==> src/rtl/packet_pkg.sv <==
// Shared types and default widths for the packet FIFO.
//   DEF_HDR_W / DEF_ADDR_W / DEF_DATA_W : default field widths
//   packet_t : packed header/addr/data bundle at the default widths
package packet_pkg;

  localparam int unsigned DEF_HDR_W  = 16;
  localparam int unsigned DEF_ADDR_W = 16;
  localparam int unsigned DEF_DATA_W = 32;

  typedef struct packed {
    logic [DEF_HDR_W-1:0]  header;
    logic [DEF_ADDR_W-1:0] addr;
    logic [DEF_DATA_W-1:0] data;
  } packet_t;

endpackage

==> src/rtl/packet_fifo_mem.sv <==
// Storage array for packet_fifo: DEPTH x WIDTH registers, synchronous write,
// asynchronous (combinational) read. Contents are intentionally not reset.
//   clock    : write clock
//   i_we     : write enable
//   i_waddr  : write index
//   i_wdata  : write bundle
//   i_raddr  : read index
//   o_rdata  : bundle at i_raddr
module packet_fifo_mem #(
  parameter int unsigned DEPTH = 4,
  parameter int unsigned WIDTH = 64,
  parameter int unsigned AW    = $clog2(DEPTH)
) (
  input  logic             clock,
  input  logic             i_we,
  input  logic [AW-1:0]    i_waddr,
  input  logic [WIDTH-1:0] i_wdata,
  input  logic [AW-1:0]    i_raddr,
  output logic [WIDTH-1:0] o_rdata
);

  logic [WIDTH-1:0] r_mem [DEPTH];

  always_ff @(posedge clock) begin
    if (i_we) begin
      r_mem[i_waddr] <= i_wdata;
    end
  end

  assign o_rdata = r_mem[i_raddr];

endmodule

==> src/rtl/packet_fifo.sv <==
// Elastic packet buffer: DEPTH-entry first-word-fall-through FIFO carrying a
// header/addr/data bundle, with an optional header-match drop filter.
//   clock, reset                    : rising-edge clock, async active-high reset
//   inPacket_tx_*                   : producer valid/ready + bundle
//   outPacket_rx_*                  : consumer valid/ready + head bundle
//   filter_en, filter_header        : drop accepted packets whose header matches
//   count                           : occupancy, 0..DEPTH
//   drop_cnt                        : saturating count of filtered packets
module packet_fifo
  import packet_pkg::*;
#(
  parameter int unsigned HDR_W  = DEF_HDR_W,
  parameter int unsigned ADDR_W = DEF_ADDR_W,
  parameter int unsigned DATA_W = DEF_DATA_W,
  parameter int unsigned DEPTH  = 4,
  parameter int unsigned CNT_W  = 8
) (
  input  logic                     clock,
  input  logic                     reset,
  input  logic                     inPacket_tx_valid,
  output logic                     inPacket_tx_ready,
  input  logic [HDR_W-1:0]         inPacket_tx_header,
  input  logic [ADDR_W-1:0]        inPacket_tx_addr,
  input  logic [DATA_W-1:0]        inPacket_tx_data,
  output logic                     outPacket_rx_valid,
  input  logic                     outPacket_rx_ready,
  output logic [HDR_W-1:0]         outPacket_rx_header,
  output logic [ADDR_W-1:0]        outPacket_rx_addr,
  output logic [DATA_W-1:0]        outPacket_rx_data,
  input  logic                     filter_en,
  input  logic [HDR_W-1:0]         filter_header,
  output logic [$clog2(DEPTH):0]   count,
  output logic [CNT_W-1:0]         drop_cnt
);

  localparam int unsigned AW = $clog2(DEPTH);
  localparam int unsigned PW = AW + 1;
  localparam int unsigned W  = HDR_W + ADDR_W + DATA_W;

  // Pointers carry an extra wrap bit to tell full from empty.
  logic [PW-1:0]    r_wr_ptr;
  logic [PW-1:0]    r_rd_ptr;
  logic [PW-1:0]    r_count;
  logic [CNT_W-1:0] r_drop_cnt;

  logic         w_empty;
  logic         w_full;
  logic         w_accept;
  logic         w_match;
  logic         w_push;
  logic         w_drop;
  logic         w_pop;
  logic [W-1:0] w_wdata;
  logic [W-1:0] w_rdata;

  assign w_empty = (r_wr_ptr == r_rd_ptr);
  assign w_full  = (r_wr_ptr[AW-1:0] == r_rd_ptr[AW-1:0]) &&
                   (r_wr_ptr[AW] != r_rd_ptr[AW]);

  // Ready depends only on registered state, so a pop never frees a slot for
  // a push in the same cycle.
  assign inPacket_tx_ready  = !w_full;
  assign outPacket_rx_valid = !w_empty;

  assign w_accept = inPacket_tx_valid && inPacket_tx_ready;
  assign w_match  = filter_en && (inPacket_tx_header == filter_header);
  assign w_push   = w_accept && !w_match;
  assign w_drop   = w_accept && w_match;
  assign w_pop    = outPacket_rx_valid && outPacket_rx_ready;

  assign w_wdata = {inPacket_tx_header, inPacket_tx_addr, inPacket_tx_data};

  packet_fifo_mem #(
    .DEPTH (DEPTH),
    .WIDTH (W),
    .AW    (AW)
  ) u_mem (
    .clock   (clock),
    .i_we    (w_push),
    .i_waddr (r_wr_ptr[AW-1:0]),
    .i_wdata (w_wdata),
    .i_raddr (r_rd_ptr[AW-1:0]),
    .o_rdata (w_rdata)
  );

  assign outPacket_rx_header = w_rdata[W-1 -: HDR_W];
  assign outPacket_rx_addr   = w_rdata[DATA_W +: ADDR_W];
  assign outPacket_rx_data   = w_rdata[DATA_W-1:0];

  always_ff @(posedge clock or posedge reset) begin
    if (reset) begin
      r_wr_ptr   <= '0;
      r_rd_ptr   <= '0;
      r_count    <= '0;
      r_drop_cnt <= '0;
    end else begin
      if (w_push) begin
        r_wr_ptr <= r_wr_ptr + PW'(1);
      end
      if (w_pop) begin
        r_rd_ptr <= r_rd_ptr + PW'(1);
      end
      unique case ({w_push, w_pop})
        2'b10:   r_count <= r_count + PW'(1);
        2'b01:   r_count <= r_count - PW'(1);
        default: r_count <= r_count;
      endcase
      if (w_drop && (r_drop_cnt != '1)) begin
        r_drop_cnt <= r_drop_cnt + CNT_W'(1);
      end
    end
  end

  assign count    = r_count;
  assign drop_cnt = r_drop_cnt;

endmodule

==> config.mk <==
export PLATFORM = sky130hd
export DESIGN_NAME = packet_fifo
export DESIGN_NICKNAME = d
export VERILOG_FILES = /design/src/rtl/packet_pkg.sv /design/src/rtl/packet_fifo_mem.sv /design/src/rtl/packet_fifo.sv
export SDC_FILE = /design/constraint.sdc
export NUM_CORES = 1
export LEC_CHECK = 0
export ABC_CLOCK_PERIOD_IN_PS = 7200
export BUFFER_PORTS_ARGS = -buffer_cell sky130_fd_sc_hd__buf_2
export CAP_MARGIN = 40
export CORE_ASPECT_RATIO = 1.75
export CORE_MARGIN = 3
export CORE_UTILIZATION = 46
export CTS_CLUSTER_SIZE = 30
export DETAILED_ROUTE_END_ITERATION = 16
export HOLD_SLACK_MARGIN = 0.12
export PLACE_DENSITY = 0.7
export SYNTH_ARGS = -nofsm -noshare
export SYNTH_HDL_FRONTEND = slang
export SYNTH_SLANG_ARGS = --single-unit
==> constraint.sdc <==
create_clock -name clock -period 7.2 [get_ports clock]
set_input_delay 0.36 -clock clock [delete_from_list [all_inputs] [get_ports clock]]
set_output_delay 0.36 -clock clock [all_outputs]
set_load 0.05 [all_outputs]
==> impl_summary.md, run 1 <==
Status
The flow ran to the end, and the final reports show no timing, DRC or antenna violations.

Global route
After global routing the overflow that remains totals 0. The total global routing track utilization is 0.168. The initial antenna violation count is 0. The via count of the first global-routing pass is 5740. The wire length of the first global-routing pass is approximately 32 mm. The maximum number of pins on one net before global-route repair is 54.

Timing
The highest attainable clock frequency is 304 MHz. The total negative slack for setup checks is 0 ns. The final number of setup-violating endpoints is 0. The number of pins exceeding their max-slew limit in the final report is 0. The final critical-path setup slack is between 3 and 4 ns.

For the final database, setup skew stands at 0.00991 ns. The worst pin sits at a relative slew slack of 0.484. The final critical-path share of the clock period is 0.457. The tightest hold path in the finished design has a slack of 0.147 ns. The transition time at the pin with the least slew margin is ~0.77 ns. The count of final hold-check violations is 0. The shortest period the worst path allows is 3.29 ns. Setup repair after global routing left no endpoint under its margin.

Floorplanning
Row generation in the floorplan step produced 71 rows. The width of the chip is between 100 and 150 um. The floorplan core area is approximately 0.022 mm2.

The initial cell density of the core is 0.473. In this run the count of I/O pins placed on the die edge is 162. The floorplan step set the die height to 204 um. The area of the die is approximately 0.024 mm2.

Synth
The sequential fraction of the synthesis area is 0.788. The share of synthesized area in the top cell type comes to 0.747. The number of enable-type register cells in the synthesized netlist is 256. A synthesized cell averages between 20 and 25 um2. After synthesis the netlist holds a flip-flop and latch count of between 200 and 300. Synthesis produced a netlist whose cell count is 439.

The leading area contributor after synthesis is sky130_fd_sc_hd__edfxtp_1. Yosys attributes the largest share of cell area to sky130_fd_sc_hd__edfxtp_1, sky130_fd_sc_hd__mux4_2, sky130_fd_sc_hd__dfrtp_1, sky130_fd_sc_hd__xnor2_1, sky130_fd_sc_hd__ha_1. For this run, the number of Yosys warnings is 0.

In the synthesized netlist, the cells that appear most often are sky130_fd_sc_hd__edfxtp_1, sky130_fd_sc_hd__mux4_2, sky130_fd_sc_hd__xnor2_1. The share of flip-flops with an asynchronous set or reset is 0.0623. The number of nets in the synthesized netlist is approximately 530. Among all flip-flop cells after synthesis, the most frequent one is sky130_fd_sc_hd__edfxtp_1. The post-synthesis cell area is slightly above 0.01 mm2. Yosys instantiated no cell more often than sky130_fd_sc_hd__edfxtp_1. The count of distinct cell types in the synthesized netlist is 27.

Pwr
The net switching fraction of the power is 0.394. Internal power comes to approximately 3.5 mW. Summed over all cells, the static leakage comes to 4.52 nW. The combinational power share is 0.407. The share of total power dissipated in the clock network is 0.195. The net switching power is 2.27 mW. The maximum vdd drop is 0.315 mV. The sequential share of power is 0.398.

The total power is 5.77 mW. In this run the power density over the cells is between 400 and 500 mW/mm2.

Worst setup path
The critical path goes through buf_4 > mux4_2 > buf_2. The arrival time at the worst endpoint is around 2.9 ns. The data required time of the critical path is roughly 6.8 ns. In this run the critical register-to-register path is launched from r_rd_ptr[0].

The worst setup path is launched from a flop. The largest fanout on the critical path is 35. The worst setup path is captured at an output pin. The slowest stage of the critical path belongs to the cell sky130_fd_sc_hd__dfrtp_4.

In this design, the stage delay of the slowest critical-path cell is approximately 0.84 ns. Tracing the worst setup path back leads to its startpoint at r_rd_ptr[0]. For flop-to-flop paths, the worst setup slack is around 4.0 ns. The category of the critical setup timing path is reg2out.

Finish
For this run, the number of standard cells in the final layout without fillers is approximately 1000. The flip-flop and latch area is 0.00812 mm2. The count of inserted antenna diode cells is 0. The area of all placed cells without fillers is about 0.013 mm2. The share of layout cells above drive strength 1 is 0.386. The multi-input combinational cells in the finished layout cover a total of 0.00211 mm2. The fill cell instance count of the final layout is ~1600. At the end of the flow the core is filled with cells to 0.591. The area growth from synthesis to layout is 25.0%.

The number of nets in the final layout is between 700 and 800.

Clock network
After clock tree synthesis, the clock-pin slew on the worst setup and hold paths is around 0.060 ns. The number of cells upsized or downsized after cts is 0. In this run the deepest clock path goes through 3 buffers.

CTS built an H-tree with a depth of 1. For this design, the CTS-stage hold fixing added 63 buffers. The number of clock buffers added by TritonCTS is 23. The clock reaches the later pin of the worst-skew pair after around 0.50 ns.

In this run the post-CTS setup repair buffer count came out at 0. The clock tree from TritonCTS is yes. The clock net in this run drives a total of about 270 sinks. The tree is rooted in a sky130_fd_sc_hd__clkbuf_16.

Route
In the routed layout, each cell is associated on average with a via count of 5.22. The number of vias in the routed layout is 5147. After detailed routing, the average wire length per cell comes to between 20 and 25 um. The remaining routing DRC violations is 0. The count of nets left with antenna violations once routing finished came out at 0. For this block, the routed nets add up to slightly above 20 mm of wire. The violation count after the first detailed-routing iteration is 346.

The pre-antenna-repair detailed-routing pass consisted of 4 iterations.

Flow run
The max-cap violation count is 0.

Min path
The path class of the tightest hold or removal check is in2reg. The worst hold path begins at inPacket_tx_header[9].

Place
At the placement stage, the worst setup path has a slack of 3.91 ns. The post-place instance area is 0.0116 mm2. At the end of routability-driven placement, the weighted congestion stood at between 0.7 and 0.8. After detailed placement, the design holds a cell count of 885.

Detailed placement ended at an HPWL of approximately 13 mm. The count of buffers added on input and output ports is roughly 160.
## sequential cells by signal (all words and copies together), names as in the netlist
| name | flops |
|---|---|
| count | 3 |
| u_mem.r_mem | 256 |
| r_rd_ptr | 3 |
| drop_cnt | 8 |
| r_wr_ptr | 3 |
## worst max-delay path: cells and delay by family, from the launching register on
kind	cells	cell delay, ns
mux	1	0.62
flops	1	0.84
buf+inv	2	0.91
## logic make-up after synthesis
logic type / after synthesis / share of synthesized area
multiplexers: 68 / 0.144
AND/OR/NAND/NOR: 32 / 0.0186
adder cells (fa/ha/maj): 8 / 0.0105
buffers and inverters: 22 / 0.00875
XOR/XNOR: 33 / 0.0281
AO/OA/AOI/OAI: 3 / 0.00194
flip-flops: 273 / 0.788
## area by class of cell
cell class,instances,area share
sequential,273,0.631
multi-input combinational,144,0.164
clock inverter,5,0.00399
clock buffer,33,0.0476
inverter,8,0.00233
tap,292,0.0284
timing repair buffer,231,0.122
## worst paths after layout
check                                         to  cells after the start
max reg2reg                             count[2]                     10
min reg2reg                             count[2]                      1
min in group asynchronous            drop_cnt[1]                      3
max in group asynchronous            r_rd_ptr[0]                      3
min                           u_mem.r_mem[3][57]                      1
max                        outPacket_rx_addr[14]                      3
## power groups by stage
stage               registers, mW  logic (mW)  clock network [mW]
global route                 2.33        2.47                1.21
finish                       2.29        2.35                1.12
global placement             2.37        2.22                   0
CTS                          2.30        2.39                1.15
detailed placement           2.33        2.36                   0
floorplan                    2.29        1.81                   0
## placed cells by master (no fill, tap or decap), types with 2 or more instances in the layout
cell | netlist | layout
sky130_fd_sc_hd__clkbuf_16 | 0 | 23
sky130_fd_sc_hd__xnor2_1 | 27 | 27
sky130_fd_sc_hd__xor2_1 | 6 | 6
sky130_fd_sc_hd__nand3_1 | 6 | 6
sky130_fd_sc_hd__and3_1 | 2 | 2
sky130_fd_sc_hd__mux2_1 | 2 | 2
sky130_fd_sc_hd__buf_4 | 0 | 2
sky130_fd_sc_hd__dfrtp_4 | 0 | 2
sky130_fd_sc_hd__mux4_2 | 64 | 64
sky130_fd_sc_hd__nor2_1 | 5 | 5
sky130_fd_sc_hd__buf_16 | 0 | 3
sky130_fd_sc_hd__buf_12 | 0 | 2
sky130_fd_sc_hd__inv_1 | 8 | 8
sky130_fd_sc_hd__ha_1 | 7 | 7
sky130_fd_sc_hd__nand2_1 | 5 | 5
sky130_fd_sc_hd__dfrtp_1 | 17 | 15
sky130_fd_sc_hd__clkbuf_1 | 4 | 10
sky130_fd_sc_hd__buf_2 | 6 | 161
sky130_fd_sc_hd__clkinv_2 | 0 | 2
sky130_fd_sc_hd__dlygate4sd3_1 | 0 | 63
sky130_fd_sc_hd__edfxtp_1 | 256 | 256
sky130_fd_sc_hd__nand4_1 | 5 | 5
sky130_fd_sc_hd__nand4b_1 | 2 | 2
sky130_fd_sc_hd__and2_4 | 0 | 3
## per-layer routing
layer | up-vias | part of all wire | global-route usage
met4 | 0 | 0.031 | 0.0642
met2 | 160 | 0.55 | 0.302
met1 | 2661 | 0.37 | 0.200
met3 | 36 | 0.053 | 0.0310
met5 | - | 0 | 0
li1 | 2290 | - | -
No activity file was read; power rests on OpenSTA's default activity.
==> run 2, diff against run 1 <==
- ABC_AREA: not set -> 1
- ABC_CLOCK_PERIOD_IN_PS: 7200 -> 2700
- PLACE_DENSITY: 0.7 -> 0.72
- clock period: 7.2 -> 2.7 ns (I/O delays scaled with it)
==> run 2 against run 1 <==
Clock power rose to 3.2 times the previous value. Via count increased by 42%. Largest cell class unchanged. Synthesized cell count increased by 92%. Clock-buffer cell count is 1 lower. Clock skew down 0.0019 ns. Cell count grew 41%. Sequential share of layout area shrank 3.6 points. Register-to-register slack got worse by 3.5 ns. Critical endpoint is now outPacket_rx_data[3]. First-iteration DRC count grew 49%.
==> impl_summary.md, run 2 <==
Place
The sum of net half-perimeters after detailed placement came to 14.2 mm (was 12.9 mm). The post-place instance area is 0.0121 mm2 (was 0.0116 mm2). The number of input and output port buffers inserted is 161 (unchanged). The placer's final routability congestion estimate is 0.790 (was 0.784).

Worst setup path
Critical-path cell list: buf_4 > inv_2 > buf_4 > o21ai_0 > o22ai_1 > buf_2 (was buf_4 > mux4_2 > buf_2). The data required time of the critical path was 2.57 ns (was 6.84 ns). The largest fanout on the critical path is 39 (was 35). The category of the critical setup timing path was reg2out (unchanged).

The arrival time at the worst endpoint is 2.40 ns (was 2.93 ns). The path length in cells of the critical path is 6 (was 3). Counting stages on the worst path, the most repeated cell is sky130_fd_sc_hd__buf_4. The combined buffer and inverter count along the critical path came to 4 (was 2). The family of cells with the greatest summed delay on the critical path is buffers and inverters (unchanged). The sort of element at the start of the critical path is a flop (unchanged). The setup slack on the worst flop-to-flop path came to 0.46 ns (was 3.96 ns). The startpoint of the lowest-slack register-to-register path is r_rd_ptr[0] (unchanged). The depth of the worst register-to-register path came to 11 (was 10). The largest incremental delay on the critical path is 0.42 ns (was 0.84 ns).

The nature of the critical path endpoint was an output pin (unchanged). The endpoint of the worst register-to-register path is count[2] (unchanged). The slowest cell on the critical path was sky130_fd_sc_hd__dfrtp_2 (was sky130_fd_sc_hd__dfrtp_4).

Clock network
The total setup buffers inserted after CTS is 0 (unchanged). The number of H-tree levels is 1 (unchanged). The number of buffers inserted during clock tree synthesis is 24 (was 23).

The clock tree from TritonCTS is yes (unchanged). The clock latency on the worst-skew pair is 0.51 ns (was 0.50 ns). The clock tree root driver cell is sky130_fd_sc_hd__clkbuf_16 (unchanged). The number of buffers between clock root and the deepest sink is 3 (unchanged).

The CTS clock-pin slew for the worst setup and hold paths is 0.07 ns (was 0.06 ns). The number of sinks handled by clock tree synthesis was 273 (unchanged).

Synth
The number of enable-type register cells in the synthesized netlist is 256 (unchanged). The post-synthesis cell area is 0.0108 mm2 (was 0.0103 mm2). Most used standard cells in the synthesized netlist: sky130_fd_sc_hd__edfxtp_1, sky130_fd_sc_hd__nor2_1, sky130_fd_sc_hd__o21ai_0 (was sky130_fd_sc_hd__edfxtp_1, sky130_fd_sc_hd__mux4_2, sky130_fd_sc_hd__xnor2_1). The sequential fraction of the synthesis area is 0.748 (was 0.788).

The net count of the mapped netlist is 936 (was 532). The count of state elements after synthesis is 273 (unchanged). The synthesized area per cell was 12.9 um2 (was 23.5 um2).

The warning count from the yosys run is 0 (unchanged). The most common flop cell mapped by yosys is sky130_fd_sc_hd__edfxtp_1 (unchanged). The instance count of the mapped netlist is 843 (was 439). The proportion of netlist area held by the largest area contributor is 0.709 (was 0.747). The count of distinct cell types in the synthesized netlist is 27 (unchanged).

The leading area contributor after synthesis is sky130_fd_sc_hd__edfxtp_1 (unchanged). Dominant cells by area after synthesis: sky130_fd_sc_hd__edfxtp_1, sky130_fd_sc_hd__o21ai_0, sky130_fd_sc_hd__nor2_1, sky130_fd_sc_hd__dfrtp_1, sky130_fd_sc_hd__o22ai_1 (was sky130_fd_sc_hd__edfxtp_1, sky130_fd_sc_hd__mux4_2, sky130_fd_sc_hd__dfrtp_1, sky130_fd_sc_hd__xnor2_1, sky130_fd_sc_hd__ha_1). The share of flip-flops with an asynchronous set or reset is 0.0623 (unchanged). The cell with the most instances after synthesis is sky130_fd_sc_hd__edfxtp_1 (unchanged).

Timing
The transition time at the pin with the least slew margin is 0.691 ns (was 0.767 ns). Unrepaired setup endpoints after global routing: no (unchanged). The count of final hold-check violations is 0 (unchanged).

Derived from the worst setup path, the maximum achievable clock frequency is just under 400 MHz. The final number of setup-violating endpoints came to 0 (unchanged). The relative slew slack came to 0.539 (was 0.484). After layout, the minimum clock period comes to between 2 and 3 ns. The final critical-path share of the clock period is 0.939.

The final clock skew is 0.00796 ns (was 0.00991 ns). The number of pins exceeding their max-slew limit in the final report is 0 (unchanged). The final worst hold slack is 0.243 ns (was 0.147 ns).

Floorplanning
The placement row count came to 73 (was 71). The floorplan core area came to 0.0229 mm2 (was 0.0218 mm2). The die extent in y is 209 um (was 204 um). The area of the die is 0.0255 mm2 (was 0.0243 mm2). The initial cell density of the core is 0.473 (about the same). The width of the chip is 122 um (was 119 um). The number of primary I/O pins was 162 (unchanged).

Status
Status: complete, no violations (unchanged).

Finish
The count of inserted antenna diode cells was 0 (unchanged). The number of nets in the final layout is 1164 (was 774). The share of layout cells above drive strength 1 is 0.215 (was 0.386). The register with the most flip-flops is u_mem.r_mem (unchanged). The fraction of the core area covered by cells at the end of the flow is 0.595 (was 0.591). The area added between synthesis and finish is 25.9% (was 25.0%). The fill cell instance count of the final layout is 1709 (was 1581). The commonest non-fill, non-tap cell in the layout was sky130_fd_sc_hd__edfxtp_1 (unchanged). The number of flip-flops under the largest register name came to 256 (unchanged).

Most frequent cells in the layout: sky130_fd_sc_hd__edfxtp_1, sky130_fd_sc_hd__buf_2, sky130_fd_sc_hd__nor2_1, sky130_fd_sc_hd__o21ai_0, sky130_fd_sc_hd__nand2_1 (was sky130_fd_sc_hd__edfxtp_1, sky130_fd_sc_hd__buf_2, sky130_fd_sc_hd__mux4_2, sky130_fd_sc_hd__dlygate4sd3_1, sky130_fd_sc_hd__xnor2_1). The area of all placed cells without fillers is 0.0136 mm2 (was 0.0129 mm2).

Pwr
The sequential share of power is 0.345 (was 0.398). The total power density per cell area is 1250 mW/mm2 (was 448 mW/mm2). The net switching power is 7.48 mW (was 2.27 mW). The share of total power in the clock network came to 0.212 (was 0.195). The maximum vdd drop is 1.26 mV (was 0.315 mV). The combinational power share is 0.443 (was 0.407). The total power is 17.1 mW (was 5.77 mW). The leakage dissipation was 5.16 nW (was 4.52 nW).

The internal power consumption is 9.58 mW (was 3.49 mW). The net switching fraction of the power is 0.439 (was 0.394).

Min path
The instance count along the most critical hold path was 9 (was 1). The worst min-delay path category was in2reg (unchanged). The terminating pin of the worst hold path is drop_cnt[3] (was u_mem.r_mem[3][57]).

The start point of the worst min-delay path is filter_header[15] (was inPacket_tx_header[9]).

Route
The first-pass iteration count of the detailed router is 7 (was 4). The vias per cell is 5.27 (was 5.22). The violation count after the first detailed-routing iteration is 517 (was 346). The total wirelength of the detailed-routed design came to 24.0 mm (was 20.4 mm). The remaining routing DRC violations is 0 (unchanged). The final antenna-violating net count was 0 (unchanged).

The routed wire length per instance is 17.3 um (was 20.6 um). The number of vias in the routed layout came to 7326 (was 5147).

Global route
The aggregate global routing overflow is 0 (unchanged). The total global routing track utilization is 0.183 (was 0.168). The maximum number of pins on one net before global-route repair is 130 (was 54). The via count of the first global-routing pass is 7463 (was 5740).

The wire length of the first global-routing pass is 36.8 mm (was 31.6 mm). The initial antenna violation count came to 0 (unchanged).

Flow run
The max-cap violation count is 0 (unchanged).
[run 2: cell count changes in the layout (fill, tap and decap cells not counted), moves of 5 or more]
cell	change
sky130_fd_sc_hd__nor2_1	+138
sky130_fd_sc_hd__o21ai_0	+131
sky130_fd_sc_hd__nand2_1	+79
sky130_fd_sc_hd__mux4_2	-64
sky130_fd_sc_hd__o22ai_1	+64
sky130_fd_sc_hd__inv_1	+40
sky130_fd_sc_hd__xnor2_1	-21
sky130_fd_sc_hd__buf_12	+7
sky130_fd_sc_hd__clkbuf_1	-6
sky130_fd_sc_hd__buf_4	+5
[run 2: metal layers]
layer,vias to the layer above,track usage,part of all wire
met5,-,0,0
met4,0,0.0944,0.047
met3,58,0.0233,0.046
met2,225,0.345,0.53
met1,3567,0.196,0.38
li1,3476,-,-
[run 2: worst register-to-register path, cell delays in order (launching register included)]
cell and delay, ns:
sky130_fd_sc_hd__dfrtp_4 0.52, sky130_fd_sc_hd__xnor2_2 0.21, sky130_fd_sc_hd__nand3_2 0.10, sky130_fd_sc_hd__nand2_1 0.08
sky130_fd_sc_hd__inv_2 0.10, sky130_fd_sc_hd__nand2_2 0.10, sky130_fd_sc_hd__ha_1 0.14, sky130_fd_sc_hd__inv_1 0.07
sky130_fd_sc_hd__fa_1 0.39, sky130_fd_sc_hd__a21oi_1 0.17, sky130_fd_sc_hd__o21ai_0 0.12, sky130_fd_sc_hd__xnor2_1 0.13
[run 2: worst max path at each step]
| stage | start | to | slack, ns |
|---|---|---|---|
| 2_1_floorplan | r_rd_ptr[0] | u_mem.r_mem[0][0] | -0.67 |
| 3_3_place_gp | inPacket_tx_header[4] | count[2] | 0.39 |
| 3_5_place_dp | inPacket_tx_header[3] | count[2] | 0.32 |
| 4_1_cts | r_rd_ptr[1] | outPacket_rx_addr[7] | 0.03 |
| 5_1_grt | inPacket_tx_header[1] | count[2] | 0.01 |
| 6_report | r_rd_ptr[1] | outPacket_rx_data[3] | 0.17 |
[run 2: layout make-up]
type | count | area [um2] | share of cell area
Timing Repair Buffer | 245 | 1720 | 0.126
Clock inverter | 12 | 181 | 0.0133
Clock buffer | 32 | 682 | 0.0500
Inverter | 53 | 201 | 0.0148
Multi-Input combinational cell | 474 | 2360 | 0.173
Sequential cell | 273 | 8120 | 0.595
Tap cell | 300 | 375 | 0.0275
[run 2: stage by stage]
step           TNS [ns]  setup WS (ns)  cells
2_1_floorplan   -171.15         -0.669    843
3_3_place_gp          0          0.388   1278
3_5_place_dp          0          0.320   1278
4_1_cts               0         0.0322   1389
5_1_grt               0         0.0138   1389
6_report              0          0.166   1389
[run 2: repair_timing]
| action | in CTS | in global routing |
|---|---|---|
| gates resized for setup | 0 | 1 |
| hold buffers | 67 | 0 |
| endpoints found under the hold margin | 286 | 0 |
| endpoints found under the setup margin | 0 | 6 |
[run 2: power by group through the flow]
stage	Combinational, mW	Clock [mW]	Sequential [mW]
after CTS	7.60	3.69	5.88
final	7.55	3.62	5.88
after detailed placement	7.52	0	5.97
after global routing	8.08	3.83	5.95
after global placement	7.43	0	5.95
after floorplan	5.35	0	6.04
[run 2: kinds of logic (layout without fill, tap and decap cells)]
| family | after synthesis | after routing | synth area share |
|---|---|---|---|
| simple gates | 255 | 255 | 0.0951 |
| flops | 273 | 273 | 0.748 |
| compound gates | 197 | 197 | 0.0983 |
| buf+inv | 96 | 342 | 0.0361 |
| xor+xnor | 14 | 14 | 0.0120 |
| fa+ha+maj | 8 | 8 | 0.00993 |
==> run 3, diff against run 2 <==
==> constraint.sdc (replaced) <==
create_clock -name clock -period 2.7 [get_ports clock]
set_input_delay 0.405 -clock clock [delete_from_list [all_inputs] [get_ports clock]]
set_output_delay 0.405 -clock clock [all_outputs]
set_load 0.05 [all_outputs]
==> run 3 against run 2 <==
Critical path type unchanged. Maximum frequency fell by 3.0%. Critical path depth fell by 1. Combinational power barely moved. Clock power fell by 4%. Clock skew rose by 0.0049 ns. Register-to-register slack barely moved. Worst setup slack got worse by 0.079 ns. Non-clock buffer count fell by 11. First-iteration DRC count fell by 11%.
==> impl_summary.md, run 3 (synthesis results as in run 2) <==
Timing
The highest attainable clock frequency came to 383 MHz (was 395 MHz). The count of final hold-check violations is 0 (unchanged). The final critical-path share of the clock period is 0.968 (was 0.939).

The shortest period the worst path allows is 2.61 ns (was 2.53 ns). The total negative slack for setup checks is 0 ns (unchanged). The final number of setup-violating endpoints is 0 (unchanged). The transition time at the pin with the least slew margin is 0.692 ns (was 0.691 ns). The number of pins exceeding their max-slew limit in the final report came to 0 (unchanged). The final clock skew is 0.0128 ns (was 0.00796 ns). The relative slew slack came to 0.538 (was 0.539). Unrepaired setup endpoints after global routing: no (unchanged).

Pwr
The maximum vdd drop is 0.793 mV (was 1.26 mV). The net switching power is 7.46 mW (was 7.48 mW). The sequential share of power was 0.348 (was 0.345). The total power density per cell area is 1250 mW/mm2 (about the same). The combinational power share was 0.447 (was 0.443). The internal power consumption is 9.50 mW (was 9.58 mW). The net switching fraction of the power is 0.440 (was 0.439). The total power was 17.0 mW (was 17.1 mW). The leakage dissipation is 5.11 nW (was 5.16 nW).

The share of total power in the clock network was 0.205 (was 0.212).

Route
The number of vias in the routed layout is 7248 (was 7326). The first-pass iteration count of the detailed router is 5 (was 7). The routed wire length per instance is 17.4 um (was 17.3 um). The total wirelength of the detailed-routed design is 24.0 mm (about the same).

The violation count after the first detailed-routing iteration is 460 (was 517). The remaining routing DRC violations came to 0 (unchanged). The final antenna-violating net count is 0 (unchanged). The vias per cell is 5.26 (was 5.27).

Worst setup path
The depth of the worst register-to-register path was 11 (unchanged). The sort of element at the start of the critical path was a flop (unchanged). The family of cells with the greatest summed delay on the critical path is buffers and inverters (unchanged). The category of the critical setup timing path is reg2out (unchanged). The largest incremental delay on the critical path is 0.53 ns (was 0.42 ns).

The arrival time at the worst endpoint is 2.21 ns (was 2.40 ns). The worst setup path startpoint is r_rd_ptr[0] (was r_rd_ptr[1]). The startpoint of the lowest-slack register-to-register path is r_rd_ptr[0] (unchanged). The slowest cell on the critical path is sky130_fd_sc_hd__dfrtp_4 (was sky130_fd_sc_hd__dfrtp_2). The endpoint of the worst register-to-register path is count[2] (unchanged). The largest fanout on the critical path is 57 (was 39). The nature of the critical path endpoint is an output pin (unchanged). The combined buffer and inverter count along the critical path is 3 (was 4). The setup slack on the worst flop-to-flop path was 0.46 ns (about the same). Critical-path cell list: inv_6 > buf_12 > o21ai_0 > o22ai_1 > buf_2 (was buf_4 > inv_2 > buf_4 > o21ai_0 > o22ai_1 > buf_2). The data required time of the critical path was 2.30 ns (was 2.57 ns).

Min path
The worst min-delay path category is in2reg (unchanged). The instance count along the most critical hold path is 1 (was 9). The terminating pin of the worst hold path was u_mem.r_mem[1][50] (was drop_cnt[3]).

The start point of the worst min-delay path was inPacket_tx_header[2] (was filter_header[15]).

Floorplanning
The die extent in y is 209 um (unchanged). The initial cell density of the core is 0.473 (unchanged). The number of primary I/O pins was 162 (unchanged). The area of the die is 0.0255 mm2 (unchanged). The floorplan core area is 0.0229 mm2 (unchanged). The width of the chip came to 122 um (unchanged).

The placement row count is 73 (unchanged).

Clock network
The number of sinks handled by clock tree synthesis is 273 (unchanged). The number of buffers inserted during clock tree synthesis is 24 (unchanged). The clock tree from TritonCTS is yes (unchanged). The clock tree root driver cell is sky130_fd_sc_hd__clkbuf_16 (unchanged). The total setup buffers inserted after CTS came to 0 (unchanged). The number of buffers between clock root and the deepest sink is 3 (unchanged). The number of H-tree levels is 1 (unchanged). The clock latency on the worst-skew pair is 0.51 ns (about the same). The CTS clock-pin slew for the worst setup and hold paths is 0.07 ns (about the same).

Place
The sum of net half-perimeters after detailed placement came to 14.5 mm (was 14.2 mm). The post-place instance area is 0.0121 mm2 (about the same). The number of input and output port buffers inserted was 161 (unchanged). The number of cells in the design after placement came to 1278 (unchanged).

The placer's final routability congestion estimate is 0.787 (was 0.790).

Finish
The area of all placed cells without fillers came to 0.0135 mm2 (was 0.0136 mm2). The commonest non-fill, non-tap cell in the layout is sky130_fd_sc_hd__edfxtp_1 (unchanged). The share of layout cells above drive strength 1 is 0.218 (was 0.215). Most frequent cells in the layout: sky130_fd_sc_hd__edfxtp_1, sky130_fd_sc_hd__buf_2, sky130_fd_sc_hd__nor2_1, sky130_fd_sc_hd__o21ai_0, sky130_fd_sc_hd__nand2_1 (unchanged). The fill cell instance count of the final layout is 1733 (was 1709).

The count of inserted antenna diode cells is 0 (unchanged). The post-layout instance count excluding filler cells came to 1378 (was 1389). The number of flip-flops under the largest register name came to 256 (unchanged). The register with the most flip-flops was u_mem.r_mem (unchanged). The area added between synthesis and finish is 24.7% (was 25.9%).

The number of nets in the final layout is 1153 (was 1164).

Status
Status: complete, no violations (unchanged).

Global route
The via count of the first global-routing pass is 7355 (was 7463). The total global routing track utilization was 0.185 (was 0.183). The aggregate global routing overflow was 0 (unchanged). The wire length of the first global-routing pass was 36.8 mm (about the same).

The initial antenna violation count was 0 (unchanged). The maximum number of pins on one net before global-route repair is 75 (was 130).

Flow run
The max-cap violation count is 0 (unchanged).
## run 3: final cells by class
class,instances,area (um2),share of cell area
inverters,53,205,0.0152
repair buffers,234,1620,0.120
clock inverters,11,139,0.0103
multi-input cells,474,2380,0.176
clock buffers,33,676,0.0500
flip-flops and latches,273,8120,0.601
well taps,300,375,0.0278
## run 3: routing by layer
layer / wire, um / global-route usage / vias up
met5: 0 / 0 / -
met1: 8760 / 0.203 / 3531
met2: 13400 / 0.354 / 227
met3: 1140 / 0.0233 / 43
met4: 674 / 0.0731 / 0
li1: - / - / 3447
## run 3: worst max-delay path by stage
stage | to | slack (ns) | depth (start not counted)
after global placement | count[2] | 0.14 | 15
after CTS | outPacket_rx_data[22] | 0.02 | 5
after global routing | outPacket_rx_data[8] | 0.006 | 4
final | outPacket_rx_addr[15] | 0.09 | 5
after floorplan | u_mem.r_mem[0][0] | -0.67 | 7
after detailed placement | count[2] | 0.06 | 15
## run 3: power by group through the flow
stage,clock network (mW),logic (mW),registers [mW]
after global routing,3.69,8.10,5.97
after global placement,0,7.47,5.96
after floorplan,0,5.35,6.04
after detailed placement,0,7.54,5.98
final,3.48,7.58,5.90
after CTS,3.54,7.63,5.90
## run 3: worst reg2reg max path, delay by kind of cell, from the launching register on
family	cells	cell delay, ns
adders and majority gates	2	0.51
and+or+nand+nor	3	0.30
xor gates and xnor gates	2	0.34
DFF	1	0.53
AOI/OAI and AO/OA	2	0.27
buffers and inverters	2	0.17
## run 3: per-stage QoR
stage          utilization  setup WS (ns)  hold slack (ns)
3_5_place_dp         0.528         0.0550            0.482
5_1_grt              0.590        0.00581            0.138
4_1_cts              0.589         0.0243            0.121
3_3_place_gp         0.528          0.136            0.474
2_1_floorplan            -         -0.669            0.331
6_report             0.590         0.0869            0.143
## run 3: what timing repair did
action                                 in CTS  in global routing
hold buffers                               56                  0
pin swaps                                   0                  0
endpoints found under the hold margin     235                  0
gates resized for setup                     3                  8
setup endpoints to repair                  23                 11
